==> config.mk <==
export PLATFORM = sky130hd
export DESIGN_NAME = line_arbiter_flat
export DESIGN_NICKNAME = d
export VERILOG_FILES = /design/src/rtl/line_arbiter_if.sv /design/src/rtl/line_arbiter.sv /design/src/flat_wrapper.sv
export SDC_FILE = /design/constraint.sdc
export NUM_CORES = 1
export LEC_CHECK = 0
export BUFFER_PORTS_ARGS = -buffer_cell sky130_fd_sc_hd__buf_4
export CORE_AREA = 8 8 532 534
export CTS_CLUSTER_DIAMETER = 150
export DETAILED_ROUTE_END_ITERATION = 16
export DIE_AREA = 0 0 540 542
export SYNTH_ARGS = -nofsm -noshare
export SYNTH_HDL_FRONTEND = slang
export SYNTH_SLANG_ARGS = --single-unit
==> constraint.sdc <==
create_clock -name clk -period 4.45 [get_ports clk]
set_clock_uncertainty 0.1 [all_clocks]
set_input_delay 0.445 -clock clk [delete_from_list [all_inputs] [get_ports clk]]
set_output_delay 0.445 -clock clk [all_outputs]
set_load 0.02 [all_outputs]
==> src/rtl/line_arbiter_if.sv <==
// Bundle of the I-side, D-side and L2 line-request signals around line_arbiter.
// master: the arbiter's view; slave: the L1 caches plus L2 seen from outside.
interface line_arbiter_if #(
    parameter int unsigned ADDR_WIDTH = 32,
    parameter int unsigned LINE_WIDTH = 256
);
    logic [ADDR_WIDTH-1:0] i_address;
    logic                  i_read;
    logic                  i_resp;
    logic [LINE_WIDTH-1:0] i_rdata;

    logic [ADDR_WIDTH-1:0] d_address;
    logic [LINE_WIDTH-1:0] d_wdata;
    logic                  d_read;
    logic                  d_write;
    logic                  d_resp;
    logic [LINE_WIDTH-1:0] d_rdata;

    logic [ADDR_WIDTH-1:0] mem_address;
    logic [LINE_WIDTH-1:0] mem_wdata;
    logic                  mem_read;
    logic                  mem_write;
    logic                  mem_resp;
    logic [LINE_WIDTH-1:0] mem_rdata;

    modport master (
        input  i_address, i_read, d_address, d_wdata, d_read, d_write, mem_resp, mem_rdata,
        output i_resp, i_rdata, d_resp, d_rdata, mem_address, mem_wdata, mem_read, mem_write
    );

    modport slave (
        output i_address, i_read, d_address, d_wdata, d_read, d_write, mem_resp, mem_rdata,
        input  i_resp, i_rdata, d_resp, d_rdata, mem_address, mem_wdata, mem_read, mem_write
    );
endinterface

==> src/rtl/line_arbiter.sv <==
// Two-port (I/D) line-request arbiter in front of the unified L2, one transaction at a time.
// Define LINE_ARBITER_RR_EN for round-robin tie-break; default is fixed D priority.
module line_arbiter #(
    parameter int unsigned ADDR_WIDTH = 32,
    parameter int unsigned LINE_WIDTH = 256
) (
    input logic           clk,
    input logic           rst_n,
    line_arbiter_if.master bus
);
    typedef enum logic [1:0] {StIdle, StGrantI, StGrantD} state_e;

    state_e                state_q, state_d;
    logic [ADDR_WIDTH-1:0] addr_q, addr_d;
    logic [LINE_WIDTH-1:0] wdata_q, wdata_d;
    logic                  read_q, read_d;
    logic                  write_q, write_d;

    logic d_pend, i_pend, d_wins_tie, win_d, win_i;

    assign d_pend = bus.d_read | bus.d_write;
    assign i_pend = bus.i_read;

`ifdef LINE_ARBITER_RR_EN
    logic last_was_d_q;

    assign d_wins_tie = ~last_was_d_q;

    always_ff @(posedge clk or negedge rst_n) begin
        if (!rst_n) begin
            last_was_d_q <= 1'b0;
        end else if (state_q == StIdle && (d_pend || i_pend)) begin
            last_was_d_q <= win_d;
        end
    end
`else
    assign d_wins_tie = 1'b1;
`endif

    assign win_d = d_pend & (~i_pend | d_wins_tie);
    assign win_i = i_pend & ~win_d;

    always_comb begin
        state_d = state_q;
        addr_d  = addr_q;
        wdata_d = wdata_q;
        read_d  = read_q;
        write_d = write_q;
        case (state_q)
            StIdle: begin
                if (win_d) begin
                    state_d = StGrantD;
                    addr_d  = {bus.d_address[ADDR_WIDTH-1:5], 5'b0};
                    wdata_d = bus.d_wdata;
                    // Write dominates an illegal read+write command.
                    write_d = bus.d_write;
                    read_d  = ~bus.d_write;
                end else if (win_i) begin
                    state_d = StGrantI;
                    addr_d  = {bus.i_address[ADDR_WIDTH-1:5], 5'b0};
                    read_d  = 1'b1;
                    write_d = 1'b0;
                end
            end
            StGrantI, StGrantD: begin
                if (bus.mem_resp) begin
                    state_d = StIdle;
                    read_d  = 1'b0;
                    write_d = 1'b0;
                end
            end
            default: state_d = StIdle;
        endcase
    end

    always_ff @(posedge clk or negedge rst_n) begin
        if (!rst_n) begin
            state_q <= StIdle;
            addr_q  <= '0;
            wdata_q <= '0;
            read_q  <= 1'b0;
            write_q <= 1'b0;
        end else begin
            state_q <= state_d;
            addr_q  <= addr_d;
            wdata_q <= wdata_d;
            read_q  <= read_d;
            write_q <= write_d;
        end
    end

    assign bus.mem_address = addr_q;
    assign bus.mem_wdata   = wdata_q;
    assign bus.mem_read    = read_q;
    assign bus.mem_write   = write_q;

    assign bus.i_resp  = (state_q == StGrantI) & bus.mem_resp;
    assign bus.d_resp  = (state_q == StGrantD) & bus.mem_resp;
    assign bus.i_rdata = bus.mem_rdata;
    assign bus.d_rdata = bus.mem_rdata;
endmodule
==> src/flat_wrapper.sv <==
// flat-port wrapper written by rule: the top's interface ports become plain ports
module line_arbiter_flat 
#(
    parameter int unsigned ADDR_WIDTH = 32,
    parameter int unsigned LINE_WIDTH = 256
)
  (clk, rst_n, bus_i_address, bus_i_read, bus_d_address, bus_d_wdata, bus_d_read, bus_d_write, bus_mem_resp, bus_mem_rdata, bus_i_resp, bus_i_rdata, bus_d_resp, bus_d_rdata, bus_mem_address, bus_mem_wdata, bus_mem_read, bus_mem_write);
  line_arbiter_if #(.ADDR_WIDTH(ADDR_WIDTH), .LINE_WIDTH(LINE_WIDTH)) bus_i ();
  input logic clk;
  input logic rst_n;
  input wire logic [$bits(bus_i.i_address)-1:0] bus_i_address;
  input wire logic [$bits(bus_i.i_read)-1:0] bus_i_read;
  input wire logic [$bits(bus_i.d_address)-1:0] bus_d_address;
  input wire logic [$bits(bus_i.d_wdata)-1:0] bus_d_wdata;
  input wire logic [$bits(bus_i.d_read)-1:0] bus_d_read;
  input wire logic [$bits(bus_i.d_write)-1:0] bus_d_write;
  input wire logic [$bits(bus_i.mem_resp)-1:0] bus_mem_resp;
  input wire logic [$bits(bus_i.mem_rdata)-1:0] bus_mem_rdata;
  output wire logic [$bits(bus_i.i_resp)-1:0] bus_i_resp;
  output wire logic [$bits(bus_i.i_rdata)-1:0] bus_i_rdata;
  output wire logic [$bits(bus_i.d_resp)-1:0] bus_d_resp;
  output wire logic [$bits(bus_i.d_rdata)-1:0] bus_d_rdata;
  output wire logic [$bits(bus_i.mem_address)-1:0] bus_mem_address;
  output wire logic [$bits(bus_i.mem_wdata)-1:0] bus_mem_wdata;
  output wire logic [$bits(bus_i.mem_read)-1:0] bus_mem_read;
  output wire logic [$bits(bus_i.mem_write)-1:0] bus_mem_write;
  assign bus_i.i_address = bus_i_address;
  assign bus_i.i_read = bus_i_read;
  assign bus_i.d_address = bus_d_address;
  assign bus_i.d_wdata = bus_d_wdata;
  assign bus_i.d_read = bus_d_read;
  assign bus_i.d_write = bus_d_write;
  assign bus_i.mem_resp = bus_mem_resp;
  assign bus_i.mem_rdata = bus_mem_rdata;
  assign bus_i_resp = bus_i.i_resp;
  assign bus_i_rdata = bus_i.i_rdata;
  assign bus_d_resp = bus_i.d_resp;
  assign bus_d_rdata = bus_i.d_rdata;
  assign bus_mem_address = bus_i.mem_address;
  assign bus_mem_wdata = bus_i.mem_wdata;
  assign bus_mem_read = bus_i.mem_read;
  assign bus_mem_write = bus_i.mem_write;
  line_arbiter #(.ADDR_WIDTH(ADDR_WIDTH), .LINE_WIDTH(LINE_WIDTH)) u_core (.clk(clk), .rst_n(rst_n), .bus(bus_i));
endmodule
==> results of run 1 <==
cell type report:
cell class | count | share of cell area
sequential | 287 | 0.2889
antenna | 28 | 0.002818
timing repair buffer | 931 | 0.3157
tap | 3607 | 0.1815
multi-input combinational | 364 | 0.1449
inverter | 2 | 0.0003020
clock inverter | 29 | 0.01580
clock buffer | 55 | 0.05013
power groups by stage:
stage               logic [mW]  clock network (mW)  registers, mW
floorplan                 3.12                   0           6.28
detailed placement        10.3                   0           4.76
CTS                       10.6                4.35           4.73
finish                    9.99                4.06           4.71
global placement          10.2                   0           4.68
global route              11.1                4.37           4.89
through the flow:
stage / cells / hold slack [ns] / cell area (µm²)
after floorplan: 1206 / 0.04941 / 14990
after detailed placement: 4876 / 0.3793 / 20000
after CTS: 5275 / 0.06318 / 24790
after global placement: 4876 / 0.3714 / 20000
after global routing: 5278 / 0.1331 / 24800
final: 5303 / 0.1721 / 24860
cells by family (layout without fill, tap and decap cells):
logic type      after synthesis  count (layout)  synth area share
compound gates               35              35           0.01295
flops                       287             287            0.4797
simple gates                 37              37           0.01062
fa+ha+maj                     4               4          0.003343
other cells                   1              33         0.0002505
mux                         283             283            0.2106
buf+inv                     555            1017            0.2825
flip-flops by register name, indices dropped and copies added, names as in the netlist:
name and cells:
u_core.bus.mem_address 27, u_core.bus.mem_wdata 256, u_core.bus.mem_write 1, u_core.bus.mem_read 1
u_core.state_q 2
placed cells by master, fill, tap and decap left out:
cell and n:
or3_1 1, nor2_1 2, o22ai_1 1, buf_4 610, nor4b_1 1, ha_1 4
clkinvlp_4 4, inv_16 1, o21ai_0 27, clkbuf_1 4, nor2_4 1, clkbuf_16 47
mux2_2 256, nor2b_1 1, clkbuf_8 4, buf_12 5, bufinv_16 7, nand2b_1 1
clkinv_16 1, conb_1 5, clkinv_4 3, clkinv_2 10, o21ai_4 1, o31ai_4 1
a21oi_1 2, dfrtp_1 287, mux2i_1 27, and2_1 2, nand2_1 27, buf_8 1
inv_6 3, inv_1 2, a21o_1 1, a22o_1 2, diode_2 28, nor4_1 1
dlygate4sd3_1 315
routing by layer:
metal / global-route usage / vias to the layer above / wire (µm)
li1: - / 4365 / -
met1: 0.08198 / 5096 / 43140
met2: 0.1625 / 1264 / 69050
met3: 0.1418 / 508 / 46670
met4: 0.03860 / 20 / 8129
met5: 0.01169 / - / 513
path summary, 6_finish.rpt:
path	startpoint	endpoint	slack, ns
max	bus_d_write	u_core.bus.mem_address[29]$_DFFE_PN0P_	1.83
min	bus_mem_resp	u_core.state_q[1]$_DFFE_PN0P_	0.17
max reg2reg	u_core.state_q[1]$_DFFE_PN0P_	u_core.state_q[0]$_DFFE_PN0P_	1.99
min reg2reg	u_core.bus.mem_address[10]$_DFFE_PN0P_	u_core.bus.mem_address[10]$_DFFE_PN0P_	0.39
max in group asynchronous	rst_n	u_core.bus.mem_wdata[81]$_DFFE_PN0P_	2.84
min in group asynchronous	rst_n	u_core.bus.mem_wdata[193]$_DFFE_PN0P_	0.33
worst max-delay path, delay by kind of cell:
kind	cells	cell delay, ns
buf+inv	4	1.83
compound gates	1	0.10
simple gates	1	0.37
mux	1	0.28
==> results.yml, run 1 <==
synthesis:
  async_reset_ff_frac: 1.000
  synth.area.top_cells: "dfrtp_1, buf_4, mux2_2"
  syn_area_per_cell_um2: 12.45
  ys_seq_area_frac: 0.4797
  syn_inst: 1202
  ys_seq_elements: 287
  synth_ff_type: "dfrtp_1"
  synth_common_cells: "buf_4, dfrtp_1, mux2_2"
  synth_top_area_frac: 0.4797
  synthesis.area_um2: 14970
  synth-edff-count: 0
  yosysMostFrequentCell: "buf_4"
  yosys_warnings: 0
  yosys.area.top_type: "dfrtp_1"
  synth_cell_type_count: 25
finish:
  final_util: 0.09047
  multi_input_area_um2: 3602
  final_nets: 2218
  num-fill-cells: 31620
  area_growth_pct: 66.07
  drive_gt1_frac: 0.5725
  final-seq-area_um2: 7182
timing:
  final.min_clock_period_ns: 2.621
  hold_viol_final: 0
  setup_tns_ns: 0
  worst_slew_pin_slew_ns: 0.8478
  relSlewSlack: 0.4327
  timing.final.ws_setup_ns: 1.829
  post-route-period-util: 0.5889
  fmax_mhz: 381.6
  final_max_slew_viol_count: 0
  setup_viol: 0
  grt_setup_unrepaired: "no"
setup_path:
  critical_path_arrival_ns: 3.03
  required_ns: 4.86
  critical_path_class: "input port to flip-flop"
  slowest_delay_ns: 0.60
  critPathLaunchType: "input port"
  endpoint_kind: "flip-flop"
  worstRegToRegCells: 7
  worstPathCellList: "dlygate4sd3_1 > buf_4 > nor2_4 > buf_4 > mux2i_1 > dlygate4sd3_1 > o21ai_0"
  crit_slowest_cell: "dlygate4sd3_1"
  critPathMaxFanout: 21
clock_network:
  insertion_delay_ns: 0.66
  cts.repair.resized: 0
  postCtsSetupRepairBufs: 0
  ctsLongestPathBuffers: 3
  cts_tree: "yes"
  clk_pin_slew_ns: 0.06
  hold_buffers: 315
  cts_buffers: 46
  htree_levels: 2
  root_buffer: "clkbuf_16"
  cts.sinks: 287
placed_design:
  globalplace.congestion: 0.7348
  place_ws_ns: 1.907
  hpwlAfterDp_um: 152700
  portBuffers: 602
drt:
  wl_um: 167500
  wl_per_cell_um: 31.59
  final_antenna_net_count: 0
  vias: 11250
  drc_errors: 0
  drtIter0Drc: 320
  avgViaCountPerCell: 2.122
  drtPass1Iterations: 5
power:
  p_comb_frac: 0.533
  switching_share: 0.4668
  intPower_mw: 10.00
  p_leak_nw: 9.804
  ir_drop_v: 0.0003443
  power.share.clock: 0.216
  fin_total_pwr_mw: 18.76
  power_density_nw_per_um2: 754.6
  p_seq_frac: 0.251
  power.net_switching_mw: 8.757
worst_hold_path:
  hold_class: "input port to flip-flop"
  hold_path_depth: 3
die:
  io_pins: 1386
  core_um2: 274800
  start_util: 0.05448
  die_area_um2: 292700
  die_height_um: 542
  row_count: 193
  die_w_um: 540
global_route:
  grt_pass1_vias: 12200
  grt_pass1_wl_um: 197700
  grt_usage: 0.1092
  antenna_found_initial: 120
  grt_max_degree: 72
  globalRouteOverflowTotal: 0
outcome:
  status: "finished, final reports clean"
run:
  cap_viol_max_count: 0
(Power assumes the default switching activity.)
==> run 2, diff against run 1 <==
CORE_AREA = 8 8 536 538   (was 8 8 532 534)
DIE_AREA = 0 0 544 546   (was 0 0 540 542)
clock period = 2.7 ns   (was 4.45 ns; I/O delays follow)
==> results.yml, run 2 (same netlist as run 1, synthesis figures left out) <==
drt:
  drc_errors: 0
  drtIter0Drc: 445
  vias: 10990
  final_antenna_net_count: 0
  wl_um: 159900
  drtPass1Iterations: 5
  wl_per_cell_um: 29.83
  avgViaCountPerCell: 2.051
setup_path:
  critical_path_arrival_ns: 2.84
  critPathLaunchType: "flip-flop"
  critPathMaxFanout: 4
  required_ns: 3.09
  crit_slowest_cell: "dlygate4sd3_1"
  slowest_delay_ns: 0.56
  worstPathCellList: "inv_1 > ha_1 > nand2b_1 > a21oi_1 > dlygate4sd3_1 > nor2_1 > dlygate4sd3_1"
  critical_path_class: "flip-flop to flip-flop"
  endpoint_kind: "flip-flop"
  critPathMostFrequentCell: "dlygate4sd3_1"
placed_design:
  hpwlAfterDp_um: 148400
  portBuffers: 602
  globalplace.congestion: 0.7522
  placed_cells: 5002
  postPlaceCellArea_um2: 20290
  place_ws_ns: 0.1851
die:
  start_util: 0.05377
  die_height_um: 546
  die_area_um2: 297000
  die_w_um: 544
  row_count: 194
  core_um2: 278400
  io_pins: 1386
clock_network:
  cts.sinks: 287
  postCtsSetupRepairBufs: 0
  hold_buffers: 277
  htree_levels: 2
  insertion_delay_ns: 0.61
  cts_tree: "yes"
  root_buffer: "clkbuf_16"
  cts_buffers: 40
  ctsLongestPathBuffers: 3
  clk_pin_slew_ns: 0.05
  cts.repair.resized: 0
global_route:
  grt_usage: 0.1025
  grt_pass1_vias: 11890
  antenna_found_initial: 105
  globalRouteOverflowTotal: 0
  grt_max_degree: 53
  grt_pass1_wl_um: 186000
finish:
  final_area_um2: 24460
  largest_register_ffs: 256
  area_growth_pct: 63.39
  final_cell_mix: "buf_4, dfrtp_1, dlygate4sd3_1"
  drive_gt1_frac: 0.5835
  stdcell_count: 5359
  final_common_cell: "buf_4"
  final_nets: 2183
timing:
  final.min_clock_period_ns: 2.443
  final_max_slew_viol_count: 0
  grt_setup_unrepaired: "no"
  worst_slew_pin_slew_ns: 0.7737
  hold_viol_final: 1
  holdWs_ns: -0.001553
  relSlewSlack: 0.4695
  fmax_mhz: 409.3
  post-route-period-util: 0.9048
  timing.final.ws_setup_ns: 0.2569
  setup_tns_ns: 0
  setup_viol: 0
worst_hold_path:
  hold_class: "input port to flip-flop"
power:
  power.net_switching_mw: 14.02
  intPower_mw: 15.98
  ir_drop_v: 0.0004890
  power_density_nw_per_um2: 1227
  switching_share: 0.4673
  p_comb_frac: 0.548
  power.share.clock: 0.190
  p_seq_frac: 0.262
  p_leak_nw: 9.601
outcome:
  status: "finished, violations left"
  violations: "negative hold slack"
run:
  cap_viol_max_count: 0
-- run 2: cell count changes in the layout (fill, tap and decap cells not counted), moves of 5 or more --
cell and delta:
buf_12 +6, clkbuf_16 -5, diode_2 -21, dlygate4sd3_1 -38
-- run 2: through the flow --
stage | utilization | power, mW
finish | 0.08786 | 30.00
global route | 0.08782 | 32.29
CTS | 0.08780 | 31.06
detailed placement | 0.07287 | 24.62
global placement | 0.07287 | 24.36
floorplan | - | 15.49
-- run 2: power groups by stage --
stage | combinational (mW) | clock (mW) | sequential [mW]
2_1_floorplan | 5.15 | 0 | 10.3
3_3_place_gp | 16.6 | 0 | 7.75
3_5_place_dp | 16.7 | 0 | 7.92
4_1_cts | 17.2 | 5.99 | 7.87
5_1_grt | 18.1 | 6.09 | 8.13
6_report | 16.4 | 5.70 | 7.86
-- run 2: final timing paths --
check / from / end / slack [ns] / cells after the start
max in group asynchronous: rst_n / u_core.bus.mem_wdata[197]$_DFFE_PN0P_ / 1.64 / 3
hold reg to reg: u_core.bus.mem_address[20]$_DFFE_PN0P_ / u_core.bus.mem_address[20]$_DFFE_PN0P_ / 0.39 / 2
hold / removal: bus_d_address[18] / u_core.bus.mem_address[18]$_DFFE_PN0P_ / -0.002 / 3
min in group asynchronous: rst_n / u_core.bus.mem_wdata[149]$_DFFE_PN0P_ / 0.07 / 2
setup / recovery: u_core.state_q[1]$_DFFE_PN0P_ / u_core.state_q[0]$_DFFE_PN0P_ / 0.26 / 7
setup reg to reg: u_core.state_q[1]$_DFFE_PN0P_ / u_core.state_q[0]$_DFFE_PN0P_ / 0.26 / 7
-- run 2: cell type report --
class	count	area [µm²]
fillers	32130	254000
repair buffers	902	7610
flip-flops and latches	287	7182
well taps	3724	4659
multi-input cells	364	3602
clock buffers	54	1146
clock inverters	19	236.5
diodes	7	17.52
inverters	2	7.507
-- run 2: routing by layer --
metal  track usage  vias to the layer above  part of all wire
met2        0.1440                     1167              0.39
met5      0.002435                        -           0.00074
li1              -                     4259                 -
met4       0.04420                        4             0.057
met3        0.1216                      528              0.26
met1       0.08794                     5031              0.29
-- run 2: worst max-delay path, delay by kind of cell (launching register included) --
| kind | cells | cell delay (ns) |
|---|---|---|
| buf+inv | 3 | 1.21 |
| simple gates | 2 | 0.12 |
| flops | 1 | 0.41 |
| fa+ha+maj | 1 | 0.35 |
| compound gates | 1 | 0.14 |
==> run 3, diff against run 2 <==
REMOVE_ABC_BUFFERS = 1   (was default)
==> results.yml, run 3 (same netlist as run 1, synthesis figures left out) <==
outcome:
  status: "finished, final reports clean"
clock_network:
  cts.sinks: 287
  cts_tree: "yes"
  htree_levels: 2
  insertion_delay_ns: 0.64
  cts.repair.resized: 0
  postCtsSetupRepairBufs: 0
  root_buffer: "clkbuf_16"
  cts_buffers: 39
  clk_pin_slew_ns: 0.06
  hold_buffers: 300
  ctsLongestPathBuffers: 3
die:
  start_util: 0.05377
  die_height_um: 546
  row_count: 194
  core_um2: 278400
  io_pins: 1386
  die_w_um: 544
  die_area_um2: 297000
finish:
  final_cell_mix: "buf_4, dlygate4sd3_1, dfrtp_1"
  num-fill-cells: 32200
  final_nets: 2200
  drive_gt1_frac: 0.5726
  stdcell_count: 5393
  final_common_cell: "buf_4"
  area_growth_pct: 64.42
  largest_register_ffs: 256
  final_area_um2: 24610
power:
  p_seq_frac: 0.257
  power.share.clock: 0.177
  power.net_switching_mw: 14.91
  intPower_mw: 15.68
  fin_total_pwr_mw: 30.58
  ir_drop_v: 0.0006078
  switching_share: 0.4874
  p_leak_nw: 9.615
  p_comb_frac: 0.566
  power_density_nw_per_um2: 1242
placed_design:
  placed_cells: 4997
  globalplace.congestion: 0.8826
  postPlaceCellArea_um2: 20240
  hpwlAfterDp_um: 318200
  portBuffers: 602
drt:
  vias: 14080
  drc_errors: 0
  final_antenna_net_count: 0
  avgViaCountPerCell: 2.611
  drtPass1Iterations: 5
  wl_um: 350800
  drtIter0Drc: 1139
  wl_per_cell_um: 65.04
setup_path:
  critPathMaxFanout: 17
  crit_slowest_cell: "dlygate4sd3_1"
  critPathMostFrequentCell: "dlygate4sd3_1"
  critical_path_class: "input port to flip-flop"
  endpoint_kind: "flip-flop"
  slowest_delay_ns: 0.60
  critical_path_arrival_ns: 2.77
  worstPathCellList: "dlygate4sd3_1 > buf_4 > nor2_4 > buf_12 > mux2i_1 > dlygate4sd3_1 > o21ai_0"
  required_ns: 3.00
  critPathLaunchType: "input port"
global_route:
  grt_max_degree: 62
  grt_usage: 0.2263
  globalRouteOverflowTotal: 0
  grt_pass1_vias: 12620
  antenna_found_initial: 234
  grt_pass1_wl_um: 379700
timing:
  grt_setup_unrepaired: "no"
  holdWs_ns: 0.04612
  final.min_clock_period_ns: 2.474
  fmax_mhz: 404.3
  worst_slew_pin_slew_ns: 1.223
  relSlewSlack: 0.1845
  hold_viol_final: 0
  setup_tns_ns: 0
  post-route-period-util: 0.9161
  final_max_slew_viol_count: 0
  setup_viol: 0
run:
  cap_viol_max_count: 0
worst_hold_path:
  hold_class: "input port to flip-flop"
run 3: cell count changes in the layout (fill, tap and decap cells not counted), moves of 2 or more:
cell,before,now
clkinv_2,7,4
inv_6,4,2
inv_8,2,0
dlygate4sd3_1,277,300
clkbuf_16,42,39
buf_4,613,609
inv_16,0,2
diode_2,7,29
clkinv_4,0,2
run 3: worst paths after layout:
kind	startpoint	endpoint	slack [ns]	depth (start not counted)
worst max-delay path	bus_d_write	u_core.bus.mem_address[25]$_DFFE_PN0P_	0.23	7
worst min-delay path	bus_d_address[14]	u_core.bus.mem_address[14]$_DFFE_PN0P_	0.05	3
worst max register to register	u_core.state_q[1]$_DFFE_PN0P_	u_core.state_q[0]$_DFFE_PN0P_	0.24	7
worst min register to register	u_core.bus.mem_address[30]$_DFFE_PN0P_	u_core.bus.mem_address[30]$_DFFE_PN0P_	0.39	2
max in group asynchronous	rst_n	u_core.bus.mem_address[26]$_DFFE_PN0P_	1.55	3
min in group asynchronous	rst_n	u_core.bus.mem_wdata[161]$_DFFE_PN0P_	0.10	2
run 3: metal layers:
metal,vias to the layer above,share of wire,track usage
li1,4308,-,-
met1,6220,0.19,0.1182
met2,2851,0.44,0.3577
met3,652,0.30,0.3234
met4,48,0.059,0.09008
met5,-,0.021,0.1756
run 3: worst max-delay path: cells and delay by family:
| family | cells | cell delay (ns) |
|---|---|---|
| buffers and inverters | 4 | 1.67 |
| muxes | 1 | 0.20 |
| and+or+nand+nor | 1 | 0.49 |
| AOI/OAI and AO/OA | 1 | 0.10 |
run 3: power by group through the flow:
| stage | sequential (mW) | clock (mW) | combinational (mW) |
|---|---|---|---|
| after CTS | 7.86 | 5.64 | 17.6 |
| after floorplan | 7.79 | 0 | 2.22 |
| after detailed placement | 7.89 | 0 | 16.9 |
| after global placement | 7.76 | 0 | 16.8 |
| after global routing | 8.15 | 5.79 | 18.5 |
| final | 7.86 | 5.41 | 17.3 |
run 3: metrics by stage:
| step | util | setup WS (ns) |
|---|---|---|
| after CTS | 0.08815 | 0.1653 |
| after global placement | 0.07269 | 0.2674 |
| after detailed placement | 0.07269 | 0.2192 |
| after global routing | 0.08828 | 0.07394 |
| final | 0.08841 | 0.2265 |
| after floorplan | - | -10.31 |
run 3: area by class of cell:
type / instances / area, µm² / share of cell area
Sequential cell: 287 / 7182 / 0.2918
Antenna cell: 29 / 72.57 / 0.002948
Tap cell: 3724 / 4659 / 0.1893
Inverter: 2 / 7.507 / 0.0003050
Multi-Input combinational cell: 364 / 3602 / 0.1463
Timing Repair Buffer: 920 / 7790 / 0.3165
Clock buffer: 51 / 1071 / 0.04351
Clock inverter: 16 / 230.2 / 0.009353
